**config.mk**
```make
export PLATFORM = sky130hd
export DESIGN_NAME = pipeline_stall_ctrl
export DESIGN_NICKNAME = d
export VERILOG_FILES = /design/src/rtl/pipeline_stall_ctrl.sv
export SDC_FILE = /design/constraint.sdc
export NUM_CORES = 1
export LEC_CHECK = 0
export ABC_AREA = 1
export CAP_MARGIN = 5
export CORE_AREA = 2 2 59 61
export DETAILED_ROUTE_END_ITERATION = 10
export DIE_AREA = 0 0 61 63
export PLACE_DENSITY = 0.82
export SKIP_CTS_REPAIR_TIMING = 1
export SLEW_MARGIN = 15
export SYNTH_ARGS = -nofsm -noshare
export SYNTH_HDL_FRONTEND = slang
export SYNTH_SLANG_ARGS = --single-unit
```
**constraint.sdc**
```tcl
create_clock -name clk -period 2.5 [get_ports clk]
set_input_delay 0.5 -clock clk [delete_from_list [all_inputs] [get_ports clk]]
set_output_delay 0.5 -clock clk [all_outputs]
set_load 0.1 [all_outputs]
```
**src/rtl/pipeline_stall_ctrl.sv**
```systemverilog
`default_nettype none
// ============================================================================
//  Module   : pipeline_stall_ctrl
//  Purpose  : Stall/flush controller for the 5-stage RV32I pipeline: reset
//             fetch hold, load-use bubbles, branch flushes, memory freeze.
//  Options  : PIPE_PERF_CNT_EN adds stall/flush/load-use event counters.
//  Revision : 1.0 - initial release
// ============================================================================
module pipeline_stall_ctrl #(
   parameter int RESET_HOLD_CYCLES = 2,
   parameter int MEM_TIMEOUT       = 64
) (
   input  logic        clk,
   input  logic        rst_n,
   input  logic [4:0]  D_rs1,
   input  logic [4:0]  D_rs2,
   input  logic [6:0]  D_opcode,
   input  logic [6:0]  E_opcode,
   input  logic [4:0]  E_rd,
   input  logic        E_reg_write,
   input  logic        E_pc_src,
   input  logic        mem_busy,
   input  logic        timeout_clr,
   output logic        stall_F,
   output logic        stall_D,
   output logic        stall_E,
   output logic        stall_M,
   output logic        stall_W,
   output logic        flush_D,
   output logic        flush_E,
   output logic        redirect_en,
   output logic        mem_timeout
`ifdef PIPE_PERF_CNT_EN
   ,
   output logic [31:0] perf_stall_cycles,
   output logic [31:0] perf_flush_events,
   output logic [31:0] perf_load_use
`endif
);

   localparam logic [1:0] c_ST_HOLD     = 2'd0;
   localparam logic [1:0] c_ST_RUN      = 2'd1;
   localparam logic [1:0] c_ST_MEM_WAIT = 2'd2;

   localparam logic [6:0] c_OP_LOAD   = 7'b0000011;
   localparam logic [6:0] c_OP_LUI    = 7'b0110111;
   localparam logic [6:0] c_OP_AUIPC  = 7'b0010111;
   localparam logic [6:0] c_OP_JAL    = 7'b1101111;
   localparam logic [6:0] c_OP_RTYPE  = 7'b0110011;
   localparam logic [6:0] c_OP_STORE  = 7'b0100011;
   localparam logic [6:0] c_OP_BRANCH = 7'b1100011;

   localparam logic [3:0] c_HOLD_LAST = 4'(RESET_HOLD_CYCLES - 1);
   localparam logic [9:0] c_BUSY_MAX  = 10'(MEM_TIMEOUT);

   logic [1:0] r_state;
   logic [3:0] r_hold_cnt;
   logic [9:0] r_busy_cnt;
   logic       r_mem_timeout;

   logic [1:0] w_state_nxt;
   logic [3:0] w_hold_cnt_nxt;
   logic [9:0] w_busy_cnt_nxt;
   logic       w_timeout_set;
   logic       w_rs1_used;
   logic       w_rs2_used;
   logic       w_load_use;

   assign w_rs1_used = (D_opcode != c_OP_LUI) && (D_opcode != c_OP_AUIPC) &&
                       (D_opcode != c_OP_JAL);
   assign w_rs2_used = (D_opcode == c_OP_RTYPE) || (D_opcode == c_OP_STORE) ||
                       (D_opcode == c_OP_BRANCH);
   assign w_load_use = (E_opcode == c_OP_LOAD) && E_reg_write && (E_rd != 5'd0) &&
                       ((w_rs1_used && (D_rs1 == E_rd)) ||
                        (w_rs2_used && (D_rs2 == E_rd)));

   // Saturation keeps the set condition true, so a same-cycle clear loses.
   assign w_timeout_set = (r_state != c_ST_HOLD) && mem_busy &&
                          (w_busy_cnt_nxt == c_BUSY_MAX);
   assign mem_timeout   = r_mem_timeout;

   always_ff @(posedge clk or negedge rst_n) begin
      if (!rst_n) begin
         r_state       <= c_ST_HOLD;
         r_hold_cnt    <= 4'd0;
         r_busy_cnt    <= 10'd0;
         r_mem_timeout <= 1'b0;
      end else begin
         r_state    <= w_state_nxt;
         r_hold_cnt <= w_hold_cnt_nxt;
         r_busy_cnt <= w_busy_cnt_nxt;
         if (w_timeout_set)
            r_mem_timeout <= 1'b1;
         else if (timeout_clr)
            r_mem_timeout <= 1'b0;
      end
   end

   always_comb begin
      w_state_nxt    = r_state;
      w_hold_cnt_nxt = r_hold_cnt;
      w_busy_cnt_nxt = r_busy_cnt;
      case (r_state)
         c_ST_HOLD: begin
            if (r_hold_cnt == c_HOLD_LAST) begin
               w_state_nxt    = c_ST_RUN;
               w_hold_cnt_nxt = 4'd0;
            end else begin
               w_hold_cnt_nxt = r_hold_cnt + 4'd1;
            end
         end
         c_ST_RUN: begin
            if (mem_busy) begin
               w_state_nxt    = c_ST_MEM_WAIT;
               w_busy_cnt_nxt = 10'd1;
            end
         end
         c_ST_MEM_WAIT: begin
            if (mem_busy) begin
               if (r_busy_cnt != c_BUSY_MAX)
                  w_busy_cnt_nxt = r_busy_cnt + 10'd1;
            end else begin
               w_state_nxt    = c_ST_RUN;
               w_busy_cnt_nxt = 10'd0;
            end
         end
         default: begin
            w_state_nxt    = c_ST_HOLD;
            w_hold_cnt_nxt = 4'd0;
            w_busy_cnt_nxt = 10'd0;
         end
      endcase
   end

   // Release from MEM_WAIT shares the RUN decode, so a branch held in EX
   // during the freeze redirects exactly once.
   always_comb begin
      stall_F     = 1'b0;
      stall_D     = 1'b0;
      stall_E     = 1'b0;
      stall_M     = 1'b0;
      stall_W     = 1'b0;
      flush_D     = 1'b0;
      flush_E     = 1'b0;
      redirect_en = 1'b0;
      case (r_state)
         c_ST_RUN, c_ST_MEM_WAIT: begin
            if (mem_busy) begin
               stall_F = 1'b1;
               stall_D = 1'b1;
               stall_E = 1'b1;
               stall_M = 1'b1;
               stall_W = 1'b1;
            end else if (E_pc_src) begin
               flush_D     = 1'b1;
               flush_E     = 1'b1;
               redirect_en = 1'b1;
            end else if (w_load_use) begin
               stall_F = 1'b1;
               stall_D = 1'b1;
               flush_E = 1'b1;
            end
         end
         default: begin
            stall_F = 1'b1;
            stall_D = 1'b1;
            flush_D = 1'b1;
            flush_E = 1'b1;
         end
      endcase
   end

`ifdef PIPE_PERF_CNT_EN
   logic r_unused_perf;
   logic w_rule_load_use;
   logic w_any_stall;

   assign w_rule_load_use = ((r_state == c_ST_RUN) || (r_state == c_ST_MEM_WAIT)) &&
                            !mem_busy && !E_pc_src && w_load_use;
   assign w_any_stall     = stall_F | stall_D | stall_E | stall_M | stall_W;

   always_ff @(posedge clk or negedge rst_n) begin
      if (!rst_n) begin
         perf_stall_cycles <= 32'd0;
         perf_flush_events <= 32'd0;
         perf_load_use     <= 32'd0;
         r_unused_perf     <= 1'b0;
      end else begin
         if ((r_state != c_ST_HOLD) && w_any_stall)
            perf_stall_cycles <= perf_stall_cycles + 32'd1;
         if (redirect_en)
            perf_flush_events <= perf_flush_events + 32'd1;
         if (w_rule_load_use)
            perf_load_use <= perf_load_use + 32'd1;
         r_unused_perf <= 1'b0;
      end
   end
`endif

endmodule
`default_nettype wire

```
# == Word level (Yosys, flattened, before mapping) ==
# Cells that the tools add are included.
# word_totals
ff_bits,17
latch_bits,0
ram_bits,0
romBits,0
input_bits,35
wordCells,66
n_memories,0
# op_classes
n_addsub,2
multipliers,0
n_div,0
order_cmp,0
eq_ne,17
n_shift,0
muxes,25
bitwise_logic,0
reduce_logical,18
# ops
operator,count
2-to-1 mux 10 bit,3
case mux 10 bit (3 select lines),1
2-to-1 mux 1 bit,15
"equality test 7 x 6 -> 1 bit, second input constant",2
"adder 10 x 1 -> 10 bit, second input constant",1
"equality test 10 x 7 -> 1 bit, second input constant",1
equality test 5 bit,2
"inequality test 10 x 7 -> 1 bit, second input constant",1
logical AND 1 bit,9
case mux 4 bit (2 select lines),1
"equality test 7 x 2 -> 1 bit, second input constant",1
"equality test 7 bit, second input constant",1
"inequality test 7 x 5 -> 1 bit, second input constant",1
"inequality test 7 x 6 -> 1 bit, second input constant",1
"inequality test 7 bit, second input constant",1
2-to-1 mux 2 bit,3
"inequality test 2 bit, second input constant",3
case mux 2 bit (3 select lines),1
nonzero test 5 bit,1
"adder 4 x 1 -> 4 bit, second input constant",1
"equality test 4 x 1 -> 1 bit, second input constant",1
2-to-1 mux 4 bit,1
nonzero test 2 bit,2
logical OR 1 bit,3
other kinds (5),5

# == Depth between registers and ports, before layout ==
# Gate-level depths: netlist of run 1.
# logic_depth
word_depth,10
depth_mapped,14
ltp_nobuf,14

# == Worst setup path before layout of run 1 ==
# OpenSTA, ideal clock, no wires.
# synth_path
kind,input-to-output
startpoint,in E_rd[1]
endpoint,out stall_F
t_arrival_ps,3763
required_ps,2000
path_slack_ps,-1763
stages,8
path_buffers,1
cell_sequence,xnor2_1 nand3_1 nor3_1 o211ai_1 nand2_1 nand2_1 o21ai_0 buf_4
# synth_between
elab_chain_cells,8
# synth_rtl
item,line,text
from (decl),19,"input logic [4:0] E_rd,"
equality test 5 bit (on tied branches),"74, 75",
logical AND 1 bit (on tied branches),"74, 75",
logical OR 1 bit,74,((w_rs1_used && (D_rs1 == E_rd)) ||
logical AND 1 bit *,73,assign w_load_use = (E_opcode == c_OP_LOAD) && E_reg_write && (E_rd != 5'd0) &&
2-to-1 mux 1 bit * (4 in a row),-,
to (decl),24,"output logic stall_F,"
# Every way passes the cells marked *; elsewhere a longest branch is shown, timed or not.

# == Worst setup path in the final report of run 1 ==
# layout_path
startpoint,in D_opcode[3]
endpoint,out stall_D
# layout_between
elab_chain_cells,10
# layout_rtl
item,line,text
from (decl),17,"input logic [6:0] D_opcode,"
"inequality test 7 x 6 -> 1 bit, or another cell as far along",69,assign w_rs1_used = (D_opcode != c_OP_LUI) && (D_opcode != c_OP_AUIPC) &&
logical AND 1 bit or logical OR 1 bit (tied branches) (2 in a row),"69, 71",
logical AND 1 bit (on tied branches),"74, 75",
logical OR 1 bit *,74,
logical AND 1 bit *,73,
2-to-1 mux 1 bit *,158,end else if (w_load_use) begin
2-to-1 mux 1 bit *,154,end else if (E_pc_src) begin
2-to-1 mux 1 bit *,148,if (mem_busy) begin
2-to-1 mux 1 bit *,146,case (r_state)
to (decl),25,"output logic stall_D,"
# Marks and branches as above.

==> metrics.txt, run 1 <==
status finished, final reports clean; PnR Total Power 1.91 mW; row count 21; clk buf depth 2; first-pass GRT wire length ~6500 um; HPWL Detailed between 3000 and 4000 um; vias per cell around 5.0; final non-filler cell total 319; multi-input logic area slightly below 1000 sq um; GRT Util Overall ~22%; WL/cell around 13 um; setup violators final 0; FILL cells around 250; YS warnings 0; TNS Setup 0 ps; WP buf/inv 2; CTS HTree Levels 1; die width 61 um; worst setup slack after layout ~53 ps; Req. time, crit path 2000 ps; syn avg cell area approximately 6.6 sq um; crit path max fanout 3; headroom to the max-slew limit between 40% and 50%; Nets 317; Post-synth EDFFs 0; die span in y around 63 um; IO buf count 43; most frequent cells in the layout 59 x nand2_1, 37 x inv_1, 21 x nor2_1, 21 x clkdlybuf4s50_1, 19 x nand3_1; #FFs+latches synth 17; R2R cell count 11; crit path launch type input pin; post-placement cell count 315; Fin Clk Skew 3.75 ps; critical path cell sequence clkdlybuf4s50_1 -> o21a_1 -> nand4_1 -> o211ai_1 -> nand2_1 -> nand2_2 -> o21ai_4 -> buf_12; P_leak roughly 1.2 nW; VDD IR-drop max around 1300 uV; hold_ws about 500 ps; HP Class reg -> reg; # Max-Cap Violations 0; final instance area between 2000 and 2500 sq um; synth unique cells 27; initial antenna violation count 0; Crit. End Element output port; slowest library cell on the worst path clkdlybuf4s50_1; actual slew at the worst max-slew pin 781 ps; n_diodes 0; post-place setup slack -145 ps; Crit path depth 8; fin util slightly below 70%; WL final 4000 um; Post-Synthesis Cells 229; minimum clock period about 2400 ps; Final Slew Violations 0; initial DRC count about 70; Post-Synthesis Cell Area between 1500 and 2000 sq um; total number of vias around 1.6k; Pwr per Cell Area roughly 870 nW/um^2; final worst-path cycle share between 90% and 100%; vias in the first global route about 1.6k; Post-DP Area 2060 sq um; Final Hold Fails 0; CTS root buf clkbuf_4; Crit path largest cell delay around 450 ps; pin count of the biggest net entering global routing 18; FF+latch area roughly 430 sq um; GRT overflow 0; DRT antenna net count 0; critical path arrival between 1500 and 2000 ps; total clock sinks 17; Synthesized Nets 272; cts bufs inserted 3; kind of critical path in -> out; CTS tree built; Crit path max-delay family buffers and inverters; most common cell after layout, fill and taps aside nand2_1; first drt pass iteration count 4; Worst-path clk slew approximately 100 ps; hold depth 2; clk_lat worst skew approximately 300 ps; share of cells above drive strength 1 between 15 and 20%; # DRC 0; Area Growth Syn to Fin 43.8%; ys flop type dfrtp_1; Placer Congestion 0.897; share of flip-flops with an asynchronous set or reset 100%; area of the core 3230 sq um; Max Clock Freq about 0.41 GHz; initial core utilization a little under half; post-synthesis sequential area ratio 28.0%; Die ar. between 3000 and 4000 sq um; I/O pin total 44
==> sequential cells by signal, summed over array words and instances, names as in the netlist <==
register,count
r_hold_cnt,4
r_busy_cnt,10
mem_timeout,1
r_state,2
==> where the power goes <==
| group | switching [mW] | leakage (nW) | total (mW) | internal (mW) |
|---|---|---|---|---|
| combinational | 0.919 | 0.941 | 1.39 | 0.468 |
| clock | 0.0977 | 0.0177 | 0.158 | 0.0598 |
| sequential | 0.0431 | 0.231 | 0.361 | 0.318 |
==> per-layer routing <==
| layer | part of all wire, % | global-route usage, % | vias to the layer above |
|---|---|---|---|
| li1 | - | - | 806 |
| met1 | 39 | 27.0 | 713 |
| met2 | 53 | 36.7 | 53 |
| met3 | 5.6 | 4.76 | 10 |
| met4 | 2.4 | 8.42 | 0 |
| met5 | 0 | 0 | - |
==> cell usage after synthesis, types with 4 or more instances <==
| library cell | number | share of area [%] |
|---|---|---|
| a21oi_1 | 7 | 2.3 |
| buf_4 | 4 | 2.0 |
| dfrtp_1 | 17 | 28 |
| ha_1 | 8 | 6.6 |
| inv_1 | 37 | 9.1 |
| nand2_1 | 61 | 15 |
| nand3_1 | 22 | 7.2 |
| nand4_1 | 4 | 1.6 |
| nor2_1 | 22 | 5.4 |
| nor3_1 | 5 | 1.6 |
| o21ai_0 | 8 | 2.6 |
| xnor2_1 | 6 | 3.5 |
| xor2_1 | 5 | 2.9 |
==> cell families after synthesis <==
| kind of cell | synth area share (%) |
|---|---|
| flops | 28.0 |
| xor+xnor | 6.34 |
| compound gates | 8.32 |
| simple gates | 37.4 |
| fa+ha+maj | 6.59 |
| buf+inv | 13.3 |
==> final cells by class <==
class | instances | share of cell area (%)
clock buffer | 3 | 1.03
clock inverter | 1 | 0.229
multi-input combinational | 166 | 44.0
sequential | 17 | 19.5
timing repair buffer | 46 | 25.8
inverter | 40 | 6.87
tap | 46 | 2.63
==> worst paths after layout <==
path	startpoint	endpoint	slack (ps)
setup / recovery	D_opcode[3]	stall_D	50
hold reg to reg	mem_timeout$_DFFE_PN0P_	mem_timeout$_DFFE_PN0P_	500
hold / removal	mem_timeout$_DFFE_PN0P_	mem_timeout$_DFFE_PN0P_	500
min in group asynchronous	rst_n	r_busy_cnt[6]$_DFF_PN0_	640
max in group asynchronous	rst_n	r_busy_cnt[7]$_DFF_PN0_	1380
setup reg to reg	r_state[0]$_DFFE_PN0P_	mem_timeout$_DFFE_PN0P_	550
==> worst register-to-register path, stage by stage, from the launching register on <==
cell     delay (ps)
dfrtp_1         420
inv_1           100
ha_1            250
nand2_2         100
inv_1           330
nand2_1         110
a31oi_1         190
nand2_1         100
nand2_1          70
nor2_1           50
nand3_1          60
nand2_1          50
Power figures use the tool's default switching activity.
==> run 2, diff against run 1 <==
==> constraint.sdc (replaced) <==
create_clock -name clk -period 2.5 [get_ports clk]
set_input_delay 0.5 -clock clk [delete_from_list [all_inputs] [get_ports clk]]
set_output_delay 0.5 -clock clk [all_outputs]
set_load 0.005 [all_outputs]
==> run 2 against run 1 <==
- combinational power down 47%
- clock skew increased by 11 ps
- global-route usage down 1.3 points
- sequential power barely moved
- fmax rose by 1.4%
- final cell count is 0.31% higher
- sequential cell count unchanged
- routed wire length is 11% lower
==> metrics.txt, run 2 (same netlist as run 1, synthesis figures left out) <==
worst setup slack after layout 86.3 ps (+33.3 ps); Area Growth Syn to Fin 34.9%; clk_lat worst skew 300 ps (about the same); post-placement cell count 316 (+0.32%); GRT Util Overall 20.8% (-1.3 points); I/O pin total 44 (unchanged); TNS Setup 0 ps (unchanged); IO buf count 43 (unchanged); Final Hold Fails 0 (unchanged); cts bufs inserted 3 (unchanged); critical path cell sequence clkdlybuf4s50_1 -> xnor2_1 -> nand3_1 -> nor3_2 -> o211ai_1 -> nand2_1 -> nand2_2 -> o21ai_0 -> dlymetal6s2s_1; most frequent cells in the layout 60 x nand2_1, 37 x clkdlybuf4s50_1, 36 x inv_1; Crit path largest cell delay 510 ps (+60 ps); row count 21 (unchanged); DRT antenna net count 0 (unchanged); Largest Register r_busy_cnt; GRT overflow 0 (unchanged); Req. time, crit path 2000 ps (about the same); max reg flops 10 (unchanged); Int Power 723 uW (-14%); # Max-Cap Violations 0 (unchanged); status finished, final reports clean; FF-to-FF End mem_timeout$_DFFE_PN0P_; Largest regs r_busy_cnt: 10 flops, r_hold_cnt: 4 flops, r_state: 2 flops; Die ar. 3840 sq um (unchanged); first drt pass iteration count 4 (unchanged); Hold EP mem_timeout$_DFFE_PN0P_; CTS tree built; initial core utilization 47.0% (unchanged); vias per cell 4.81 (-3.0%); headroom to the max-slew limit 46.3% (-1.5 points); Nets 318 (+0.32%); first-pass GRT wire length 6200 um (-5.1%); final non-filler cell total 320 (+0.31%); die span in y 63 um (unchanged); vias in the first global route 1495 (-6.1%); Gate power share 59.2% (-14 points); n_diodes 0 (unchanged); pin count of the biggest net entering global routing 18 (unchanged); hold depth 2 (unchanged); R2R cell count 11 (unchanged); fin util 63.4% (-4.2 points); WL/cell 11.1 um (-11%); NetSw 523 uW (-51%); Reg-to-Reg Start r_state[0]$_DFFE_PN0P_; initial DRC count 68 (-5.6%); WL final 3560 um (-11%); HP Class reg -> reg; sw frac 42.0% (-14 points); most common cell after layout, fill and taps aside nand2_1; final worst-path cycle share 96.5% (-1.3 points); hold_ws 481 ps (-13.8 ps); P_leak 1.05 nW (-12%); final instance area 2050 sq um (-6.2%); Max Clock Freq 0.414 GHz (+1.4%); Fin Clk Skew 14.6 ps (+10.8 ps); Final Slew Violations 0 (unchanged); # DRC 0 (unchanged); Placer Congestion 0.926 (+3.3%); HP Start mem_timeout$_DFFE_PN0P_; Seq pwr share 28.9% (+9.9 points); slowest library cell on the worst path clkdlybuf4s50_1; CTS HTree Levels 1 (unchanged); Pwr per Cell Area 608 nW/um^2 (-30%); HPWL Detailed 2780 um (-8.3%); VDD IR-drop max 655 uV (-48%); power share of the clock group 12.0% (+3.7 points); r2r setup slk 540 ps (about the same); crit path launch type input pin; kind of critical path in -> out; RSZ-0062 raised after global routing true; actual slew at the worst max-slew pin 804 ps (+23.0 ps); initial antenna violation count 0 (unchanged); total clock sinks 17 (unchanged); clk buf depth 2 (unchanged); Post-DP Area 1980 sq um (-3.9%); die width 61 um (unchanged); Crit. End Element output port; minimum clock period 2410 ps (-33.3 ps); total number of vias 1539 (-2.7%); crit path max fanout 2 (-1); share of cells above drive strength 1 9.12% (-6.6 points); PnR Total Power 1.25 mW (-35%); CTS root buf clkbuf_4; setup violators final 0 (unchanged); area of the core 3230 sq um (unchanged); critical path arrival 1910 ps (-40 ps); post-place setup slack -420 ps (-275 ps); Worst-path clk slew 90 ps (about the same)
run 2: cell types whose count changed in the layout (fill, tap and decap cells not counted), sizes merged:
| cell | delta |
|---|---|
| buf | -8 |
| clkbuf | +1 |
| clkdlybuf4s50 | +16 |
| clkinv | -1 |
| dlymetal6s2s | -7 |
run 2: worst max path at each step:
stage,to,slack [ps],from,depth (start not counted)
after floorplan,stall_F,580,E_rd[1],8
after global placement,stall_D,-360,E_rd[2],9
after detailed placement,stall_F,-420,E_rd[1],9
after CTS,stall_F,-430,E_rd[1],9
after global routing,flush_E,20,E_rd[1],9
final,flush_E,90,E_rd[1],9
run 2: critical path: cells and delay by family:
kind,cells,cell delay [ps]
and+or+nand+nor,4,380
xor gates and xnor gates,1,140
AOI/OAI and AO/OA,2,240
buffers and inverters,2,660
run 2: metal layers:
metal  vias up  GRT usage (%)  part of all wire, %
met4         0           7.88                  2.9
li1        810              -                    -
met3        12           3.93                  5.2
met1       668           27.6                   45
met5         -              0                    0
met2        49           32.8                   47
run 2: power groups by stage:
stage	Sequential [mW]	Combinational, mW	Clock (mW)
2_1_floorplan	0.355	0.451	0
3_3_place_gp	0.363	0.689	0
3_5_place_dp	0.364	0.699	0
4_1_cts	0.359	0.705	0.156
5_1_grt	0.367	0.840	0.170
6_report	0.360	0.737	0.149
run 2: final cells by class:
cell class	count	area (sq um)
fill	292	1180
clock buffer	4	26.3
tap	46	57.6
timing repair buffer	47	475
multi-input combinational	166	915
inverter	40	150
sequential	17	425
==> run 3, diff against run 2 <==
- MAX_ROUTING_LAYER: unset -> met4
==> run 3 against run 2 <==
- worst hold slack about the same
- die area unchanged
- non-clock buffer count unchanged
- critical endpoint unchanged
- highest routed layer unchanged
==> metrics.txt, run 3 (same netlist as run 1, synthesis figures left out) <==
HP Class reg -> reg; CTS root buf clkbuf_4; Fin Clk Skew 12.8 ps (-1.72 ps); PnR Total Power 1.25 mW (about the same); minimum clock period 2420 ps (+3.54 ps); CTS tree built; Nets 318 (unchanged); status finished, final reports clean; Max Clock Freq 0.414 GHz (-0.15%); slowest library cell on the worst path clkdlybuf4s50_1; HP Start mem_timeout$_DFFE_PN0P_; final non-filler cell total 320 (unchanged); critical path cell sequence clkdlybuf4s50_1 -> xnor2_1 -> nand3_1 -> nor3_2 -> o211ai_1 -> nand2_1 -> nand2_2 -> o21ai_0 -> dlymetal6s2s_1; Area Growth Syn to Fin 34.9% (unchanged); final worst-path cycle share 96.7% (+0.14 points); WL/cell 11.0 um (-0.84%); max reg flops 10 (unchanged); share of cells above drive strength 1 9.12% (unchanged); cts bufs inserted 3 (unchanged); Int Power 723 uW (about the same); R2R cell count 11 (unchanged); power share of the clock group 11.9% (about the same); IO buf count 43 (unchanged); grt met2 use 32.9% (+0.13 points); n_diodes 0 (unchanged); VDD IR-drop max 655 uV (about the same); Crit. End Element output port; multi-input logic area 915 sq um (unchanged); RSZ-0062 raised after global routing true; met3 Use GR 3.52% (-0.41 points); vias per cell 4.75 (-1.2%); P_leak 1.05 nW (unchanged); Hold EP mem_timeout$_DFFE_PN0P_; sw frac 42.0% (about the same); post-placement cell count 316 (unchanged); HPWL Detailed 2780 um (unchanged); area of the core 3230 sq um (unchanged); most common cell after layout, fill and taps aside nand2_1; Final Slew Violations 0 (unchanged); DRT antenna net count 0 (unchanged); I/O pin total 44 (unchanged); M1 GR Usage 27.6% (unchanged); Gate power share 59.3% (about the same); Crit path largest cell delay 510 ps (about the same); Pwr per Cell Area 608 nW/um^2 (about the same); setup violators final 0 (unchanged); clk_lat worst skew 290 ps (about the same); FF+latch area 425 sq um (unchanged); GRT overflow 0 (unchanged); first drt pass iteration count 4 (unchanged); initial core utilization 47.0% (unchanged); headroom to the max-slew limit 46.2% (about the same); Req. time, crit path 2000 ps (about the same); die width 61 um (unchanged); die span in y 63 um (unchanged); WL final 3530 um (-0.84%); Worst-path clk slew 90 ps (about the same); initial DRC count 65 (-4.4%); crit path max fanout 2 (unchanged); hold depth 2 (unchanged); pin count of the biggest net entering global routing 18 (unchanged); critical path arrival 1920 ps (about the same); total clock sinks 17 (unchanged); total number of vias 1521 (-1.2%); Final Hold Fails 0 (unchanged); actual slew at the worst max-slew pin 804 ps (+0.500 ps); Die ar. 3840 sq um (unchanged); Largest Register r_busy_cnt; row count 21 (unchanged); # DRC 0 (unchanged); NetSw 523 uW (about the same); first-pass GRT wire length 6180 um (-0.23%); initial antenna violation count 0 (unchanged); clk buf depth 2 (unchanged); FILL cells 292 (unchanged); Placer Congestion 0.943 (+1.8%); Most Used Layer, Global Route met2; Largest regs r_busy_cnt: 10 flops, r_hold_cnt: 4 flops, r_state: 2 flops; vias in the first global route 1495 (unchanged); Seq pwr share 28.8% (about the same); crit path launch type input pin; kind of critical path in -> out; most frequent cells in the layout 60 x nand2_1, 37 x clkdlybuf4s50_1, 36 x inv_1; GRT Util Overall 21.3% (+0.51 points); # Max-Cap Violations 0 (unchanged); CTS HTree Levels 1 (unchanged); r2r setup slk 560 ps (+20 ps); FF-to-FF End mem_timeout$_DFFE_PN0P_; Reg-to-Reg Start r_state[0]$_DFFE_PN0P_
-- run 3: cell counts in the layout (fill, tap and decap cells not counted) --
No cell type changed its count.
-- run 3: final cells by class --
cell class,instances,area share [%]
clock buffer,4,1.28
inverter,40,7.33
multi-input combinational,166,44.6
sequential,17,20.8
tap,46,2.81
timing repair buffer,47,23.2
-- run 3: metal layers --
metal | vias up | wire (um)
met4 | 0 | 87
li1 | 808 | -
met1 | 651 | 1560
met5 | - | 0
met2 | 52 | 1670
met3 | 10 | 209
-- run 3: stage by stage --
stage	area, sq um	hold WS [ps]	util [%]	setup TNS, ps	worst slack [ps]
after global placement	1980	462	61.4	-997	-360
after CTS	2010	491	62.2	-1210	-432
final	2050	481	63.4	0	82.8
after detailed placement	1980	467	61.4	-1170	-420
after global routing	2050	535	63.4	0	19.7
after floorplan	1520	204	-	0	584
-- run 3: worst max-delay path by stage --
| stage | start | to | depth (start not counted) |
|---|---|---|---|
| after floorplan | E_rd[1] | stall_F | 8 |
| after global placement | E_rd[2] | stall_D | 9 |
| after detailed placement | E_rd[1] | stall_F | 9 |
| after CTS | E_rd[1] | stall_F | 9 |
| after global routing | E_rd[1] | flush_E | 9 |
| final | E_rd[1] | flush_E | 9 |
-- run 3: critical path, delay by kind of cell --
| kind | cells | cell delay, ps |
|---|---|---|
| AOI/OAI and AO/OA | 2 | 240 |
| xor gates and xnor gates | 1 | 140 |
| buffers and inverters | 2 | 660 |
| and+or+nand+nor | 4 | 380 |
-- run 3: power groups by stage --
stage / sequential (mW) / combinational, mW / clock (mW)
after global routing: 0.367 / 0.838 / 0.170
after floorplan: 0.355 / 0.451 / 0
final: 0.359 / 0.739 / 0.148
after detailed placement: 0.364 / 0.699 / 0
after CTS: 0.359 / 0.705 / 0.156
after global placement: 0.363 / 0.689 / 0
